<file path="config.mk">
export PLATFORM = sky130hd
export DESIGN_NAME = ws2812_frame_ctrl
export DESIGN_NICKNAME = d
export VERILOG_FILES = /design/src/rtl/ws2812_frame_ctrl.sv
export SDC_FILE = /design/constraint.sdc
export NUM_CORES = 1
export LEC_CHECK = 0
export BUFFER_PORTS_ARGS = -buffer_cell sky130_fd_sc_hd__buf_2
export CORE_ASPECT_RATIO = 1.75
export CORE_UTILIZATION = 40
export CTS_CLUSTER_SIZE = 24
export DETAILED_ROUTE_END_ITERATION = 12
export GPL_ROUTABILITY_DRIVEN = 0
export PLACE_DENSITY = 0.55
export SLEW_MARGIN = 40
export SYNTH_ARGS = -nofsm -noshare
export SYNTH_HDL_FRONTEND = slang
export SYNTH_SLANG_ARGS = --single-unit
</file>
<file path="constraint.sdc">
create_clock -name clk -period 4.47 [get_ports clk]
set_clock_uncertainty 0.15 [all_clocks]
set_input_delay 0.2235 -clock clk [delete_from_list [all_inputs] [get_ports clk]]
set_output_delay 0.2235 -clock clk [all_outputs]
set_load 0.01 [all_outputs]
</file>
<file path="src/rtl/ws2812_frame_ctrl.sv">
// ws2812_frame_ctrl: ping-pong pixel buffer that streams whole GRB frames to a WS2812 serializer
// and enforces the latch gap before signalling completion.
module ws2812_frame_ctrl #(
  parameter int LED_COUNT = 8,
  parameter int CLK_FRE   = 27_000_000,
  parameter int LATCH_US  = 80
) (
  input  logic        clk,
  input  logic        reset_n,
  input  logic        wr_en,
  input  logic [7:0]  wr_addr,
  input  logic [23:0] wr_rgb,
  input  logic        commit,
  output logic        busy,
  output logic        pix_valid,
  output logic [23:0] pix_grb,
  input  logic        pix_ready,
  output logic        frame_last,
  output logic        done
);
  localparam int LATCH_RAW    = CLK_FRE / 1_000_000 * LATCH_US;
  localparam int LATCH_CYCLES = LATCH_RAW < 1 ? 1 : LATCH_RAW;
  localparam logic [7:0]  LAST_IDX = 8'(LED_COUNT - 1);
  localparam logic [31:0] CNT_END  = 32'(LATCH_CYCLES - 1);
  localparam logic [1:0] IDLE  = 2'd0;
  localparam logic [1:0] LOAD  = 2'd1;
  localparam logic [1:0] SEND  = 2'd2;
  localparam logic [1:0] LATCH = 2'd3;

  logic [1:0]  state_q, state_d;
  logic        front_q, front_d;
  logic        pending_q, pending_d;
  logic        pix_valid_q, pix_valid_d;
  logic        done_q, done_d;
  logic [7:0]  idx_q, idx_d;
  logic [31:0] cnt_q, cnt_d;
  logic [23:0] pix_grb_q, pix_grb_d;
  logic [23:0] cur_rgb;
  logic        restart;
  logic [23:0] bank_q [2][LED_COUNT];
  logic [23:0] bank_d [2][LED_COUNT];

  // Host writes always land in the back bank; the front bank feeds the serializer.
  always_comb begin
    bank_d = bank_q;
    cur_rgb = '0;
    for (int i = 0; i < LED_COUNT; i++) begin
      if (wr_en && wr_addr == 8'(i)) bank_d[~front_q][i] = wr_rgb;
      if (idx_q == 8'(i)) cur_rgb = bank_q[front_q][i];
    end
  end

  always_comb begin
    state_d     = state_q;
    front_d     = front_q;
    idx_d       = idx_q;
    cnt_d       = cnt_q;
    pix_valid_d = pix_valid_q;
    pix_grb_d   = pix_grb_q;
    done_d      = 1'b0;
    pending_d   = pending_q | (commit && state_q != IDLE);
    restart     = pending_q | commit;
    case (state_q)
      IDLE: begin
        if (commit) begin
          front_d = ~front_q;
          idx_d   = '0;
          state_d = LOAD;
        end
      end
      LOAD: begin
        pix_grb_d   = {cur_rgb[15:8], cur_rgb[23:16], cur_rgb[7:0]};
        pix_valid_d = 1'b1;
        state_d     = SEND;
      end
      SEND: begin
        if (pix_ready) begin
          pix_valid_d = 1'b0;
          cnt_d       = '0;
          idx_d       = idx_q == LAST_IDX ? idx_q : idx_q + 8'd1;
          state_d     = idx_q == LAST_IDX ? LATCH : LOAD;
        end
      end
      default: begin
        // A commit arriving in the last gap cycle chains straight into the next frame.
        if (cnt_q == CNT_END) begin
          done_d    = 1'b1;
          pending_d = 1'b0;
          front_d   = restart ? ~front_q : front_q;
          idx_d     = '0;
          state_d   = restart ? LOAD : IDLE;
        end else begin
          cnt_d = cnt_q + 32'd1;
        end
      end
    endcase
  end

  always_ff @(posedge clk or negedge reset_n) begin
    if (!reset_n) begin
      state_q     <= IDLE;
      front_q     <= 1'b0;
      pending_q   <= 1'b0;
      pix_valid_q <= 1'b0;
      done_q      <= 1'b0;
      idx_q       <= '0;
      cnt_q       <= '0;
      pix_grb_q   <= '0;
      for (int b = 0; b < 2; b++)
        for (int i = 0; i < LED_COUNT; i++)
          bank_q[b][i] <= '0;
    end else begin
      state_q     <= state_d;
      front_q     <= front_d;
      pending_q   <= pending_d;
      pix_valid_q <= pix_valid_d;
      done_q      <= done_d;
      idx_q       <= idx_d;
      cnt_q       <= cnt_d;
      pix_grb_q   <= pix_grb_d;
      bank_q      <= bank_d;
    end
  end

  assign busy       = state_q != IDLE;
  assign pix_valid  = pix_valid_q;
  assign pix_grb    = pix_grb_q;
  assign done       = done_q;
  assign frame_last = pix_valid_q && idx_q == LAST_IDX;
endmodule

</file>
==> results of run 1 <==
[cells by family (layout without fill, tap and decap cells)]
kind of cell,after synthesis,after routing,synth area share
adders and majority gates,9,9,0.00527
DFF,454,454,0.532
muxes,578,578,0.296
and+or+nand+nor,235,235,0.0568
buffers and inverters,152,227,0.0298
AOI/OAI and AO/OA,236,236,0.0742
other,0,1,0
xor gates and xnor gates,15,15,0.00615
[power by group through the flow]
stage | clock, uW | combinational [uW] | sequential [uW]
global placement | 0 | 3600 | 5000
detailed placement | 0 | 3640 | 5020
floorplan | 0 | 2400 | 4830
CTS | 3920 | 3660 | 4940
finish | 3820 | 3640 | 4930
global route | 4070 | 3930 | 4990
[flip-flops by register name, indices dropped and copies added (netlist names)]
| name | cells |
|---|---|
| idx_q | 8 |
| cnt_q | 32 |
| front_q | 1 |
| bank_q | 384 |
| pix_grb | 24 |
| pix_valid | 1 |
| state_q | 2 |
| done | 1 |
| pending_q | 1 |
[timing repair]
| action | CTS | global route |
|---|---|---|
| hold buffers | 13 | 0 |
| hold endpoints to repair | 196 | 0 |
| setup buffers | 0 | 0 |
| resized for setup | 0 | 0 |
[final timing paths]
kind / from / endpoint / slack, ns / depth (start not counted)
hold / removal: wr_rgb[23] / bank_q[287]$_DFFE_PN0P_ / 0.03 / 2
hold reg to reg: bank_q[84]$_DFFE_PN0P_ / bank_q[84]$_DFFE_PN0P_ / 0.35 / 1
setup / recovery: idx_q[4]$_DFFE_PN0P_ / frame_last / 0.97 / 5
setup reg to reg: idx_q[4]$_DFFE_PN0P_ / pix_grb[13]$_DFFE_PN0P_ / 1.22 / 6
max in group asynchronous: reset_n / bank_q[133]$_DFFE_PN0P_ / 2.85 / 3
min in group asynchronous: reset_n / bank_q[137]$_DFFE_PN0P_ / 0.12 / 2
[stage by stage]
step | hold WS (ns) | worst slack (ns)
after global placement | 0.135 | 1.10
after CTS | 0.000567 | 0.950
after floorplan | -0.222 | 1.81
final | 0.0255 | 0.968
after global routing | 0.0314 | 0.881
after detailed placement | 0.139 | 1.12
[cell usage after synthesis, types with 2 or more instances]
cell type  number  area share
dfrtp_1       454        0.53
mux2_2        434        0.23
mux2i_1       144       0.067
clkbuf_1       81       0.014
nand2_1        77       0.014
a21oi_1        57       0.013
o22ai_1        47       0.014
nor2_1         43      0.0076
buf_2          41      0.0096
o221ai_1       30       0.012
nand3_1        26      0.0061
o211ai_1       21      0.0074
a31oi_1        18      0.0053
or4_1          15      0.0053
a211oi_1       14      0.0049
inv_1          14      0.0025
o21ai_0        13      0.0030
buf_1          12      0.0021
nor4_1         12      0.0035
nand2b_1       11      0.0032
xnor2_1        11      0.0045
nand4_1        10      0.0029
a211o_1         9      0.0037
ha_1            9      0.0053
o2bb2ai_1       8      0.0033
nor3_1          7      0.0016
and3_1          6      0.0018
a21o_1          5      0.0018
a41oi_1         4      0.0016
or3_1           4      0.0012
xor2_1          4      0.0016
and2_1          3     0.00088
nand3b_1        3      0.0011
nor3_2          3      0.0014
nor4b_1         3      0.0012
a221oi_1        2     0.00082
buf_6           2      0.0011
clkinv_1        2     0.00035
o31ai_1         2     0.00070
[area by class of cell]
type | instances | share of cell area
Antenna cell | 1 | 0.000103
Clock buffer | 70 | 0.0554
Clock inverter | 12 | 0.00548
Inverter | 16 | 0.00248
Multi-Input combinational cell | 1073 | 0.392
Sequential cell | 454 | 0.470
Tap cell | 678 | 0.0351
Timing Repair Buffer | 129 | 0.0401
[critical path: stages (launching register included)]
cell	delay, ns
dfrtp_1	0.43
or4_1	0.76
or3_1	0.76
buf_4	0.36
nor2_1	0.10
buf_2	0.13
[layout by cell type (no fill, tap or decap), types with 15 or more instances in the layout]
cell,instances
dfrtp_1,453
mux2_2,434
mux2i_1,144
nand2_1,76
buf_2,63
a21oi_1,57
o22ai_1,47
clkbuf_16,45
buf_4,42
nor2_1,34
o221ai_1,30
nand3_1,25
o211ai_1,21
a31oi_1,18
or4_1,15
[per-layer routing]
metal / vias up / global-route usage
li1: 6260 / -
met1: 7407 / 0.260
met2: 271 / 0.417
met3: 118 / 0.0241
met4: 2 / 0.0918
met5: - / 0
==> flow_metrics.tcl, run 1 <==
set metrics [dict create \
    worst-endpoint-required_ns 4.10 \
    p_leak_uw 0.0117 \
    critPathMaxFanout 14 \
    nNetsFinal 1765 \
    port_buffers 64 \
    cap_violations 0 \
    syn_area_sq_um 21400 \
    drtPass1Iterations 5 \
    cts-root-buf "clkbuf_16" \
    areaGrowthSynthToFinish_pct 13.2 \
    regArea_sq_um 11400 \
    first_global_vias 15129 \
    tightestPinTransition_ns 0.809 \
    dp.cells 2337 \
    top_layer "met5" \
    wl_per_cell_microns 24.4 \
    grt_pass1_wl_microns 92400 \
    synth_nets 1725 \
    rows 111 \
    critPathKind "register to output port" \
    final_antenna_net_count 0 \
    relSlewSlack 0.461 \
    slew_viol_final 0 \
    path_clk_slew_ns 0.07 \
    routedLengthMet1_microns 23300 \
    fin_util 0.460 \
    hold_viol_final 0 \
    drc_errors 0 \
    post_drt_via_cell_ratio 5.78 \
    yosysUniqueCellTypes 57 \
    drt_wl_total_microns 59200 \
    num_vias 14058 \
    ioPinCount 65 \
    dp_hpwl_microns 38800 \
    p_sw_frac 0.347 \
    worstPathArrival_ns 3.13 \
    max_freq_ghz 0.286 \
    synth_edf_count 0 \
    start_kind "register" \
    grt_usage 0.225 \
    dr_wl_met2_microns 31800 \
    min_period_ns 3.50 \
    finalCritPeriodShare 0.784 \
    drive_gt1_frac 0.370 \
    final_cell_count_no_fill 2433 \
    h-tree-depth 2 \
    ys_warn_count 0 \
    finalSetupTns_ns 0 \
    hp-class "primary input to register" \
    synthCells 1679 \
    internal_power_uw 8080 \
    die_height_microns 308 \
    core_area_sq_um 52600 \
    cts_tree "yes" \
    grt_overflow 0 \
    placed_area_sq_um 22600 \
    cts_buffers 45 \
    synth_async_sr_flop_share 1.00 \
    insertion_delay_ns 0.58 \
    pwr-share-seq 0.398 \
    fill_cells 4748 \
    dr.first_iter.drc_count 683 \
    crit_path_end_kind "output port" \
    rsz0062_at_grt "false" \
    die_w_microns 177 \
    p_total_uw 12400 \
    grt_max_degree 110 \
    comb_power_share 0.294 \
    clock-sinks 454 \
    setup_viol 0 \
    p_sw_uw 4300 \
    clk_path_buf_depth 3 \
    ys_seq_area_frac 0.532 \
    post_synth.cell_area_avg_sq_um 12.7 \
    routed-wl-met3_microns 1730 \
    p_per_area_nw_per_um2 512 \
    synth_seq_cells 454 \
    final_area_sq_um 24200 \
    grt_antenna_before_repair 4 \
    multi_input_area_sq_um 9470 \
    start_util 0.406 \
    power_frac_clock 0.309 \
    die_area_sq_um 54400 \
    outcome "finished, final reports clean" \
    max-vdd-ir-drop_v 0.000392 \
    ys.flop_type "dfrtp_1" \
]
Power figures use the tool's default switching activity.
==> inputs of run 2 (changes only) <==
Clock period 4.47 ns to 3.45 ns, I/O delays scaled along.
==> run 2 against run 1 <==
Compared with the run above: highest routed layer is now met4; count of clock-buffer cells in the layout decreased by 2; final cell count increased by 0.95%; worst setup slack got worse by 0.49 ns; via count decreased by 0.33%; wire length increased by 1.2%; die area unchanged; sequential power increased by 30%; final area increased by 0.88%; first-iteration DRC count decreased by 16%; utilization increased by 0.40 points.
==> flow_metrics.tcl, run 2 (synthesized netlist as in run 1, its figures left out) <==
set metrics [dict create \
    final_antenna_net_count 0 \
    critPathKind "register to register" \
    finalCritPeriodShare 0.862 \
    max-vdd-ir-drop_v 0.000481 \
    post_cts_buffers 0 \
    rsz0062_at_grt "false" \
    worstPathArrival_ns 3.32 \
    final_common_cell "dfrtp_1" \
    multi_input_area_sq_um 9460 \
    num_vias 14012 \
    cts_tree "yes" \
    drc_errors 0 \
    cap_violations 0 \
    h-tree-depth 2 \
    drtPass1Iterations 4 \
    critPathMaxFanout 9 \
    crit_path_end_kind "register" \
    path_clk_slew_ns 0.06 \
    max_freq_ghz 0.336 \
    nNetsFinal 1789 \
    relSlewSlack 0.456 \
    post_drt_via_cell_ratio 5.71 \
    die_area_sq_um 54400 \
    p_leak_uw 0.0118 \
    busiest_layer "met2" \
    die_height_microns 308 \
    finalSetupTns_ns 0 \
    cts-root-buf "clkbuf_16" \
    grt_overflow 0 \
    start_kind "register" \
    areaGrowthSynthToFinish_pct 14.2 \
    wl_per_cell_microns 24.4 \
    cts_buffers 45 \
    grt_use_met1 0.262 \
    regArea_sq_um 11400 \
    start_util 0.406 \
    slew_viol_final 0 \
    hp-class "primary input to register" \
    insertion_delay_ns 0.56 \
    grt_pass1_wl_microns 92500 \
    rows 111 \
    first_global_vias 15006 \
    min_period_ns 2.98 \
    regMostFlops "bank_q" \
    grt_max_degree 93 \
    use_met2 0.425 \
    dp_hpwl_microns 38500 \
    worst-endpoint-required_ns 3.79 \
    outcome "finished, final reports clean" \
    clk_path_buf_depth 3 \
    p_total_uw 16400 \
    drt_wl_total_microns 59900 \
    grt_usage 0.227 \
    fill_cells 4800 \
    grt_antenna_before_repair 0 \
    hold_viol_final 0 \
    drive_gt1_frac 0.370 \
    largest_reg_flops 384 \
    met3_usage 0.0254 \
    core_area_sq_um 52600 \
    tightestPinTransition_ns 0.816 \
    p_per_area_nw_per_um2 673 \
    port_buffers 64 \
    final_cell_mix "453 x dfrtp_1, 434 x mux2_2, 144 x mux2i_1" \
    setup_viol 0 \
    die_w_microns 177 \
    ioPinCount 65 \
    dr.first_iter.drc_count 577 \
    clock-sinks 454 \
]
-- run 2: final cells by class --
type                    instances  area share
diodes                          1    0.000103
clock buffers                  68      0.0538
well taps                     678      0.0348
inverters                      16     0.00246
clock inverters                13     0.00851
repair buffers                153      0.0472
flip-flops and latches        454       0.466
multi-input cells            1073       0.388
-- run 2: power by group --
part	total [uW]	switching (uW)	internal (uW)
combinational	4890	3010	1880
sequential	6430	595	5830
clock	5120	2110	3010
-- run 2: worst paths after layout --
check                                         from                 endpoint  slack (ns)  cells after the start
min in group asynchronous                  reset_n  bank_q[348]$_DFFE_PN0P_        0.02                      2
hold reg to reg            bank_q[143]$_DFFE_PN0P_  bank_q[143]$_DFFE_PN0P_        0.35                      1
max in group asynchronous                  reset_n  pix_grb[16]$_DFFE_PN0P_        2.12                      3
setup / recovery            state_q[0]$_DFFE_PN0P_    cnt_q[26]$_DFFE_PN0P_        0.47                      7
hold / removal                           wr_rgb[5]  bank_q[101]$_DFFE_PN0P_        0.01                      2
setup reg to reg            state_q[0]$_DFFE_PN0P_    cnt_q[26]$_DFFE_PN0P_        0.47                      7
-- run 2: timing repair --
item                      4_1_cts  5_1_grt
hold endpoints to repair      533        0
hold buffers                   21        0
resized for setup               0        0
-- run 2: metrics by stage --
stage               instance area, sq um  setup slack [ns]  hold slack (ns)  utilization  std cells
CTS                                24400             0.483         0.000525        0.464       2455
detailed placement                 22700             0.539           0.0204        0.431       2353
global route                       24400             0.337           0.0109        0.464       2455
global placement                   22700             0.632           0.0198        0.431       2353
finish                             24400             0.475           0.0136        0.464       2456
floorplan                          21400             0.787           -0.273            -       1679
-- run 2: worst max-delay path: stages, from the launching register on --
cell and delay, ns:
dfrtp_1 0.43, inv_1 0.12, ha_1 0.29, and4bb_1 0.35
nand4_1 0.29, or4_1 0.71, or4_1 0.46, nand2_1 0.10
-- run 2: layer usage --
metal / share of wire / wire [microns]
met3: 0.029 / 1730
met2: 0.54 / 32600
met5: 0 / 0
met1: 0.39 / 23500
met4: 0.034 / 2010
